`src/rtl/match_sequencer.sv`:
```
// match_sequencer: T20 match controller counting runs, wickets and legal balls
// and sequencing innings 1, break, innings 2 chase and the result.
module match_sequencer #(
    parameter int MAX_BALLS = 120,
    parameter int MAX_WKTS  = 10,
    parameter int RUN_W     = 8
) (
    input  logic             clk_fpga,
    input  logic             reset,
    input  logic             start,
    input  logic             ball_valid,
    output logic             ball_ready,
    input  logic [2:0]       ball_runs,
    input  logic             ball_wicket,
    input  logic             ball_extra,
    output logic [2:0]       state,
    output logic             batting_team,
    output logic [RUN_W-1:0] cur_runs,
    output logic [3:0]       cur_wkts,
    output logic [6:0]       cur_balls,
    output logic [RUN_W+3:0] team1Data,
    output logic [RUN_W+3:0] team2Data,
    output logic [RUN_W:0]   target,
    output logic             inningOver,
    output logic             gameOver,
    output logic [1:0]       winner
);
    typedef enum logic [2:0] {IDLE, INN1, BREAK, INN2, RESULT, DONE} state_t;
    state_t st;
    logic [2:0] run_eff;
    logic [RUN_W:0] run_sum;
    logic [RUN_W-1:0] run_next;
    logic chased, ended, accept;
    assign state = st;
    assign run_eff = (ball_runs == 3'd7) ? 3'd6 : ball_runs;
    assign run_sum = {1'b0, cur_runs} + (RUN_W+1)'(run_eff) + (RUN_W+1)'(ball_extra);
    assign run_next = run_sum[RUN_W] ? '1 : run_sum[RUN_W-1:0];
    // target is one bit wider than runs, so a saturated first innings yields an unreachable chase
    assign chased = {1'b0, cur_runs} >= target;
    assign ended = cur_wkts == 4'(MAX_WKTS) || cur_balls == 7'(MAX_BALLS) || (st == INN2 && chased);
    assign ball_ready = (st == INN1 || st == INN2) && !ended;
    assign accept = ball_valid && ball_ready;
    assign inningOver = st == BREAK || st == RESULT || st == DONE;
    assign gameOver = st == DONE;
    always_ff @(posedge clk_fpga or posedge reset) begin
        if (reset) begin
            st <= IDLE;
            batting_team <= 1'b0;
            cur_runs <= '0;
            cur_wkts <= '0;
            cur_balls <= '0;
            team1Data <= '0;
            team2Data <= '0;
            target <= '0;
            winner <= '0;
        end else begin
            if (accept) begin
                cur_runs <= run_next;
                if (!ball_extra) begin
                    cur_balls <= cur_balls + 7'd1;
                    cur_wkts <= cur_wkts + {3'b0, ball_wicket};
                end
            end
            case (st)
                IDLE, DONE: if (start) begin
                    st <= INN1;
                    batting_team <= 1'b0;
                    cur_runs <= '0;
                    cur_wkts <= '0;
                    cur_balls <= '0;
                    team1Data <= '0;
                    team2Data <= '0;
                    target <= '0;
                    winner <= '0;
                end
                INN1: if (ended) begin
                    st <= BREAK;
                    team1Data <= {cur_runs, cur_wkts};
                    target <= {1'b0, cur_runs} + (RUN_W+1)'(1);
                    cur_runs <= '0;
                    cur_wkts <= '0;
                    cur_balls <= '0;
                end
                BREAK: if (start) begin
                    st <= INN2;
                    batting_team <= 1'b1;
                end
                INN2: begin
                    team2Data <= {cur_runs, cur_wkts};
                    if (ended) st <= RESULT;
                end
                RESULT: begin
                    winner <= chased ? 2'd2 : (team1Data[RUN_W+3:4] > cur_runs ? 2'd1 : 2'd3);
                    st <= DONE;
                end
                default: st <= IDLE;
            endcase
        end
    end
endmodule

```
`config.mk`:
```
export PLATFORM = sky130hd
export DESIGN_NAME = match_sequencer
export DESIGN_NICKNAME = d
export VERILOG_FILES = /design/src/rtl/match_sequencer.sv
export SDC_FILE = /design/constraint.sdc
export NUM_CORES = 1
export LEC_CHECK = 0
export CORE_MARGIN = 2
export CORE_UTILIZATION = 30
export CTS_CLUSTER_DIAMETER = 80
export DETAILED_ROUTE_END_ITERATION = 12
export PLACE_DENSITY = 0.6
export SYNTH_ARGS = -nofsm -noshare
export SYNTH_HDL_FRONTEND = slang
export SYNTH_SLANG_ARGS = --single-unit
```
`constraint.sdc`:
```
create_clock -name clk_fpga -period 3 [get_ports clk_fpga]
set_clock_uncertainty 0.05 [all_clocks]
set_input_delay 0.45 -clock clk_fpga [delete_from_list [all_inputs] [get_ports clk_fpga]]
set_output_delay 0.45 -clock clk_fpga [all_outputs]
set_load 0.1 [all_outputs]
```
==> results.json, run 1 <==
{
  "yosysWarnings": 0,
  "ctsHoldBuffers": 0,
  "grt_max_degree": 31,
  "std_cell_rows": 38,
  "drt-pass1-iter-count": 4,
  "crit_chain": "ha_1, a21o_1, a31oi_2, o31ai_4, buf_4, a21boi_4, buf_12",
  "ant_nets": 0,
  "synth_edf_count": 0,
  "cp.arrival_ns": 2.36,
  "yosysSeqAreaShare": 0.443,
  "ys_types": 55,
  "die_h_microns": 109,
  "cp-end-kind": "output port",
  "synth_fp_nets": 377,
  "grt_pass1_vias": 2875,
  "grt_usage": 0.164,
  "drt-total-wl_mm": 9.19,
  "synthToLayoutAreaGrowth_pct": 30.0,
  "synthCells": 343,
  "maxCapViolCount": 0,
  "gr-total-overflow": 0,
  "routed_via_density": 5.01,
  "drive_gt1_frac": 0.264,
  "antenna_found_initial": 0,
  "drt-initial-drc-count": 86,
  "start_util": 0.305,
  "io_pins": 70,
  "hold_class": "flop to flop",
  "worstPathMaxFanout": 9,
  "antenna_cells": 0,
  "cp-start-kind": "flop",
  "holdPathEnd": "cur_balls[6]$_DFF_PP0_",
  "cts_made_buffers": 9,
  "path_buf_inv": 2,
  "cpMaxStageDelayCell": "dfrtp_2",
  "core-area_sq_mm": 0.0107,
  "status": "finished clean",
  "ctsResizeCount": 0,
  "syn_area_sq_mm": 0.00328,
  "cts_setup_buffers": 0,
  "gp_congestion": 0.855,
  "period_share": 0.954,
  "timing.rr.start": "cur_runs[2]$_DFF_PP0_",
  "min_from": "cur_balls[6]$_DFF_PP0_",
  "worstReg2RegEnd": "cur_wkts[3]$_DFF_PP0_",
  "fmax_ghz": 0.349,
  "syn_avg_cell_area_sq_um": 9.56,
  "routedWlPerCell_microns": 16.1,
  "port-buffer-count": 69,
  "ys_ff_latch": 58,
  "synth_ff_type": "dfrtp_1",
  "drv_slew": 0,
  "min_period_ns": 2.86,
  "grt_pass1_wl_mm": 14.8,
  "finalHoldViolCount": 0,
  "num_vias": 2864,
  "max_slew_margin": 0.553,
  "path_clk_slew_ns": 0.06,
  "rsz0062_at_grt": "no",
  "synth-async-reset-ratio": 1.00,
  "max_stage_delay_ns": 0.50,
  "clockBufferDepth": 2,
  "place_hpwl_mm": 6.66,
  "setup-violations-final": 0,
  "tightest_slew_ns": 0.670,
  "hold_depth": 1,
  "clock-root-buffer": "clkbuf_8",
  "required_ns": 2.50,
  "rrSetupSlack_ns": 0.51,
  "cts_max_level": 3,
  "tritoncts": "built",
  "clk_latency_ns": 0.34,
  "reg2regPathDepth": 9,
  "nets": 461,
  "path_class": "flop to output port",
  "fin_tns_setup_ns": 0,
  "dieArea_sq_mm": 0.0118,
  "cp_top_family": "compound AO/OA/AOI/OAI gates",
  "cts_num_sinks": 58,
  "post-route-drc-count": 0,
  "dieWidth_microns": 109
}
-- worst max-delay path by stage --
stage / start / endpoint / cells past startpoint
2_1_floorplan: cur_runs[4]$_DFF_PP0_ / ball_ready / 5
3_3_place_gp: ball_extra / cur_runs[3]$_DFF_PP0_ / 10
3_5_place_dp: ball_extra / cur_runs[3]$_DFF_PP0_ / 10
4_1_cts: cur_runs[2]$_DFF_PP0_ / ball_ready / 7
5_1_grt: cur_runs[2]$_DFF_PP0_ / ball_ready / 7
6_report: cur_runs[2]$_DFF_PP0_ / ball_ready / 7
-- state kept, by name, summed over array words and instances, names as in the netlist --
register and cells:
cur_wkts 4, cur_balls 7, batting_team 1, team2Data 12, target 9, cur_runs 8, team1Data 12, winner 2
state 3
-- routing by layer --
layer | part of all wire | vias up | wire length (microns) | GRT usage
met2 | 0.50 | 74 | 4600 | 0.282
met3 | 0.045 | 10 | 410 | 0.0470
met1 | 0.44 | 1405 | 4050 | 0.201
met4 | 0.014 | 0 | 126 | 0.0440
met5 | 0 | - | 0 | 0
li1 | - | 1375 | - | -
-- cells in the mapped netlist, types with 2 or more instances --
| master | number | area share |
|---|---|---|
| nor3_1 | 3 | 0.0046 |
| xor2_1 | 2 | 0.0053 |
| dfrtp_1 | 58 | 0.44 |
| and2_1 | 3 | 0.0057 |
| a211oi_4 | 2 | 0.012 |
| nor2b_1 | 4 | 0.0076 |
| o31ai_1 | 4 | 0.0092 |
| nor2_1 | 14 | 0.016 |
| nand3_1 | 21 | 0.032 |
| a31oi_1 | 3 | 0.0057 |
| a211oi_1 | 2 | 0.0046 |
| o22ai_1 | 11 | 0.021 |
| mux2i_1 | 8 | 0.024 |
| buf_2 | 3 | 0.0046 |
| a311oi_1 | 2 | 0.0053 |
| o21ai_0 | 22 | 0.034 |
| ha_1 | 23 | 0.088 |
| o21a_1 | 2 | 0.0046 |
| a21o_1 | 3 | 0.0069 |
| nand2_2 | 4 | 0.0076 |
| nand2_1 | 57 | 0.065 |
| xnor2_1 | 6 | 0.016 |
| nand4_1 | 6 | 0.011 |
| inv_1 | 24 | 0.027 |
| clkbuf_1 | 7 | 0.0080 |
| fa_1 | 2 | 0.012 |
| and3_1 | 3 | 0.0057 |
| nand2b_1 | 3 | 0.0057 |
| a21oi_1 | 15 | 0.023 |
-- placed cells by master (no fill, tap or decap), types with 4 or more instances in the layout --
master | netlist | routed
dfrtp_1 | 58 | 53
o21ai_0 | 22 | 22
ha_1 | 23 | 23
nand2_2 | 4 | 4
nor2b_1 | 4 | 4
clkdlybuf4s50_1 | 0 | 8
dfrtp_2 | 0 | 5
inv_1 | 24 | 23
buf_4 | 0 | 75
nand4_1 | 6 | 6
xnor2_1 | 6 | 6
nand3_1 | 21 | 21
a21oi_1 | 15 | 15
clkbuf_8 | 0 | 10
nand2_1 | 57 | 57
nor2_1 | 14 | 14
mux2i_1 | 8 | 8
o31ai_1 | 4 | 4
o22ai_1 | 11 | 11
-- final cells by class --
class,instances,area (sq um)
Fill cell,1110,6480
Multi-Input combinational cell,248,1690
Sequential cell,58,1460
Timing Repair Buffer,85,683
Tap cell,140,175
Clock buffer,13,149
Inverter,25,93.8
Clock inverter,3,15.0
-- kinds of logic (layout without fill, tap and decap cells) --
| group | after synthesis | count (layout) | synth area share |
|---|---|---|---|
| AO/OA/AOI/OAI | 79 | 79 | 0.170 |
| XOR/XNOR | 8 | 8 | 0.0214 |
| buffers and inverters | 37 | 126 | 0.0458 |
| multiplexers | 8 | 8 | 0.0244 |
| AND/OR/NAND/NOR | 128 | 128 | 0.196 |
| adder cells (fa/ha/maj) | 25 | 25 | 0.100 |
| flip-flops | 58 | 58 | 0.443 |
-- stage by stage --
step | hold slack [ns] | cell area, sq um | setup slack [ns] | util | instances
2_1_floorplan | 0.525 | 3300 | 0.0478 | - | 343
3_3_place_gp | 0.439 | 4100 | 0.211 | 0.381 | 556
3_5_place_dp | 0.447 | 4100 | 0.152 | 0.381 | 556
4_1_cts | 0.466 | 4260 | 0.119 | 0.397 | 572
5_1_grt | 0.489 | 4260 | 0.0847 | 0.397 | 572
6_report | 0.463 | 4260 | 0.137 | 0.397 | 572
Power of run 1 is not shown: default switching activity piles up to over one toggle a cycle in this logic, so the estimate is an artifact.
==> inputs of run 2 (changes only) <==
--- a/config.mk
+++ b/config.mk
@@ -10,6 +10,7 @@
 export CTS_CLUSTER_DIAMETER = 80
 export DETAILED_ROUTE_END_ITERATION = 12
 export PLACE_DENSITY = 0.6
+export REMOVE_ABC_BUFFERS = 1
 export SYNTH_ARGS = -nofsm -noshare
 export SYNTH_HDL_FRONTEND = slang
 export SYNTH_SLANG_ARGS = --single-unit
==> results.json, run 2 (same netlist as run 1, synthesis figures left out) <==
{
  "ant_nets": 0,
  "clk_latency_ns": 0.35,
  "grt_max_degree": 23,
  "worstPathMaxFanout": 4,
  "maxCapViolCount": 0,
  "placed_cell_area_sq_mm": 0.00411,
  "final_area_sq_mm": 0.00430,
  "drt-pass1-iter-count": 6,
  "synthToLayoutAreaGrowth_pct": 31.0,
  "gr-total-overflow": 0,
  "tritoncts": "built",
  "cp-start-kind": "flop",
  "final_cells": 575,
  "post-route-drc-count": 0,
  "gp_congestion": 0.843,
  "max_slew_margin": 0.506,
  "core-area_sq_mm": 0.0107,
  "routedWlPerCell_microns": 15.9,
  "dieArea_sq_mm": 0.0118,
  "cp.arrival_ns": 2.25,
  "drv_slew": 0,
  "tightest_slew_ns": 0.739,
  "rsz0062_at_grt": "no",
  "clockBufferDepth": 2,
  "cp-end-kind": "output port",
  "io_pins": 70,
  "num_vias": 2866,
  "grt_pass1_wl_mm": 15.1,
  "place_hpwl_mm": 6.69,
  "cts_made_buffers": 9,
  "drt-total-wl_mm": 9.13,
  "antenna_found_initial": 0,
  "dieWidth_microns": 109,
  "setup-violations-final": 0,
  "cts_max_level": 3,
  "start_util": 0.305,
  "grt_pass1_vias": 2883,
  "fmax_ghz": 0.364,
  "clock-root-buffer": "clkbuf_8",
  "final_common_cell": "buf_4",
  "drt-initial-drc-count": 125,
  "grt_usage": 0.168,
  "cts_num_sinks": 58,
  "ctsResizeCount": 0,
  "ctsHoldBuffers": 0,
  "path_class": "flop to output port",
  "reg2regPathDepth": 8,
  "dp_cells": 560,
  "routed_via_density": 4.98,
  "layout_common_cells": "79 x buf_4, 58 x dfrtp_1, 57 x nand2_1, 23 x inv_1, 23 x ha_1",
  "cts_setup_buffers": 0,
  "period_share": 0.916,
  "required_ns": 2.50,
  "worstReg2RegEnd": "cur_wkts[3]$_DFF_PP0_",
  "timing.rr.start": "cur_runs[0]$_DFF_PP0_",
  "min_period_ns": 2.75,
  "antenna_cells": 0,
  "largestRegisters": "team1Data: 12 flops, team2Data: 12 flops, target: 9 flops",
  "std_cell_rows": 38,
  "rrSetupSlack_ns": 0.62,
  "port-buffer-count": 69,
  "drive_gt1_frac": 0.257,
  "nets": 465,
  "status": "finished clean",
  "path_clk_slew_ns": 0.07,
  "hold_ws_ns": 0.371,
  "die_h_microns": 109,
  "hold_class": "input pin to async pin",
  "finalHoldViolCount": 0
}
## run 2: worst max path at each step
stage | cells past startpoint | startpoint | to
after floorplan | 6 | cur_runs[0]$_DFF_PP0_ | ball_ready
after detailed placement | 10 | ball_extra | cur_runs[7]$_DFF_PP0_
after global placement | 10 | ball_extra | cur_runs[3]$_DFF_PP0_
after global routing | 8 | cur_runs[0]$_DFF_PP0_ | ball_ready
after CTS | 8 | cur_runs[0]$_DFF_PP0_ | ball_ready
final | 8 | cur_runs[0]$_DFF_PP0_ | ball_ready
## run 2: worst max-delay path, stage by stage, from the launching register on
cell and delay (ns):
dfrtp_1 0.38, inv_1 0.15, ha_1 0.25, nand2b_1 0.15, a31oi_2 0.25, o31ai_4 0.14
a21boi_0 0.25, buf_4 0.19, buf_12 0.17
## run 2: through the flow
stage / worst slack (ns) / util / setup TNS [ns]
final: 0.251 / 0.400 / 0
after global routing: 0.0737 / 0.400 / 0
after CTS: 0.176 / 0.400 / 0
after detailed placement: 0.175 / 0.383 / 0
after global placement: 0.209 / 0.383 / 0
after floorplan: -1.90 / - / -7.90
## run 2: cell type report
cell class / count / area [sq um]
sequential: 58 / 1450
inverter: 25 / 93.8
multi-input combinational: 248 / 1680
tap: 140 / 175
fill: 1131 / 6450
clock inverter: 3 / 40.0
timing repair buffer: 89 / 713
clock buffer: 12 / 145
## run 2: routing by layer
metal / up-vias / track usage / part of all wire
li1: 1382 / - / -
met2: 85 / 0.271 / 0.47
met3: 23 / 0.0344 / 0.047
met4: 0 / 0.0632 / 0.021
met5: - / 0 / 0
met1: 1376 / 0.220 / 0.46
Power of run 2 is left out for the same reason.
==> inputs of run 3 (changes only) <==
--- a/config.mk
+++ b/config.mk
@@ -7,9 +7,11 @@
 export LEC_CHECK = 0
 export CORE_MARGIN = 2
 export CORE_UTILIZATION = 30
+export CTS_BUF_LIST = sky130_fd_sc_hd__clkbuf_4
 export CTS_CLUSTER_DIAMETER = 80
 export DETAILED_ROUTE_END_ITERATION = 12
 export PLACE_DENSITY = 0.6
+export RECOVER_POWER = 100
 export REMOVE_ABC_BUFFERS = 1
 export SYNTH_ARGS = -nofsm -noshare
 export SYNTH_HDL_FRONTEND = slang
==> results.json, run 3 (same netlist as run 1, synthesis figures left out) <==
{
  "final_common_cell": "clkbuf_1",
  "cts_max_level": 3,
  "clk_latency_ns": 0.40,
  "antenna_found_initial": 0,
  "start_util": 0.305,
  "grt_pass1_wl_mm": 15.0,
  "routedWlPerCell_microns": 15.7,
  "min_period_ns": 2.73,
  "maxCapViolCount": 1,
  "multiInputGateArea_sq_mm": 0.00167,
  "rsz0062_at_grt": "no",
  "reg2regPathDepth": 6,
  "violations": "max-capacitance violations, max-slew violations",
  "max_slew_margin": -0.00963,
  "timing.rr.start": "cur_balls[0]$_DFF_PP0_",
  "dieArea_sq_mm": 0.0118,
  "synthToLayoutAreaGrowth_pct": 22.0,
  "core-area_sq_mm": 0.0107,
  "register_area_sq_mm": 0.00145,
  "port-buffer-count": 69,
  "largestRegisters": "team1Data: 12 flops, team2Data: 12 flops, target: 9 flops",
  "n_fill_cell": 1181,
  "status": "complete, but fails checks",
  "cp-endpoint": "ball_ready",
  "rrSetupSlack_ns": 0.27,
  "clockBufferDepth": 2,
  "tightest_slew_ns": 1.50,
  "grtUsageMet1": 0.220,
  "finalHoldViolCount": 0,
  "num_vias": 2863,
  "use_met3": 0.0350,
  "use_met2": 0.269,
  "required_ns": 2.50,
  "hold_depth": 2,
  "gr-total-overflow": 0,
  "ant_nets": 0,
  "path_buf_inv": 3,
  "drt-total-wl_mm": 9.02,
  "cpMaxStageDelayCell": "dfrtp_1",
  "hold_class": "flop to flop",
  "final_cells": 576,
  "post-route-drc-count": 0,
  "cp_top_family": "compound AO/OA/AOI/OAI gates",
  "cp.depth": 8,
  "drt-pass1-iter-count": 4,
  "clock-root-buffer": "clkbuf_4",
  "path_class": "flop to output port",
  "nets": 465,
  "routed_via_density": 4.97,
  "path_clk_slew_ns": 0.09,
  "layout_common_cells": "61 x clkbuf_1, 58 x dfrtp_1, 57 x nand2_1, 24 x inv_1",
  "cts_made_buffers": 9,
  "tritoncts": "built",
  "place_hpwl_mm": 6.69,
  "cp-end-kind": "output port",
  "gp_congestion": 0.843,
  "dp_cells": 560,
  "dieWidth_microns": 109,
  "std_cell_rows": 38,
  "setup-violations-final": 0,
  "grt_max_degree": 23,
  "cp-start-kind": "flop",
  "worstPathMaxFanout": 4,
  "max_stage_delay_ns": 0.39,
  "die_h_microns": 109,
  "drv_slew": 1,
  "ctsHoldBuffers": 0,
  "cp.arrival_ns": 2.23,
  "cts_num_sinks": 58,
  "fmax_ghz": 0.367,
  "grt_usage": 0.166,
  "period_share": 0.908,
  "crit_chain": "inv_1, ha_1, nand2b_1, a31oi_2, o31ai_4, a21boi_1, buf_4, buf_12",
  "busiest_layer": "met2",
  "io_pins": 70,
  "dp_slack_ns": 0.175,
  "drive_gt1_frac": 0.115,
  "drt-initial-drc-count": 139,
  "fin_ws_ns": 0.275,
  "grt_pass1_vias": 2859,
  "startpoint": "cur_runs[0]$_DFF_PP0_",
  "worstReg2RegEnd": "target[0]$_DFFE_PP0P_"
}
run 3: how the worst min path moves through the flow:
stage	startpoint	endpoint	slack, ns
after detailed placement	team1Data[2]$_DFFE_PP0P_	team1Data[2]$_DFFE_PP0P_	0.43
after global placement	team1Data[2]$_DFFE_PP0P_	team1Data[2]$_DFFE_PP0P_	0.42
final	team1Data[2]$_DFFE_PP0P_	team1Data[2]$_DFFE_PP0P_	0.45
after global routing	cur_balls[5]$_DFF_PP0_	cur_balls[5]$_DFF_PP0_	0.49
after CTS	reset	target[1]$_DFFE_PP0P_	0.31
after floorplan	start	state[0]$_DFFE_PP0P_	0.53
run 3: repair_timing:
item | 4_1_cts | 5_1_grt
buffers inserted | 0 | 0
gates resized for setup | 0 | 1
endpoints found under the setup margin | 0 | 1
run 3: final cells by class:
| type | count | share of cell area |
|---|---|---|
| multi-input combinational | 248 | 0.419 |
| sequential | 58 | 0.363 |
| timing repair buffer | 89 | 0.119 |
| tap | 140 | 0.0438 |
| inverter | 25 | 0.0235 |
| clock buffer | 11 | 0.0206 |
| clock inverter | 4 | 0.0109 |
| antenna | 1 | 0.000626 |
run 3: routing by layer:
metal  wire length [microns]  vias to the layer above
li1                        -                     1384
met2                    4260                       81
met5                       0                        -
met1                    4150                     1384
met4                     170                        0
met3                     433                       14
run 3: metrics by stage:
step,hold slack [ns],util,TNS [ns],instance area [sq um]
detailed placement,0.427,0.383,0,4110
finish,0.447,0.372,0,4000
CTS,0.314,0.394,0,4240
global placement,0.423,0.383,0,4110
floorplan,0.525,-,-7.90,3220
global route,0.494,0.372,0,4000
run 3: tightest hold or removal path, delay by kind of cell (launching register included):
| kind | cells | cell delay, ns |
|---|---|---|
| compound gates | 1 | 0.06 |
| flops | 1 | 0.36 |
| simple gates | 1 | 0.05 |
Power of run 3 is left out for the same reason.
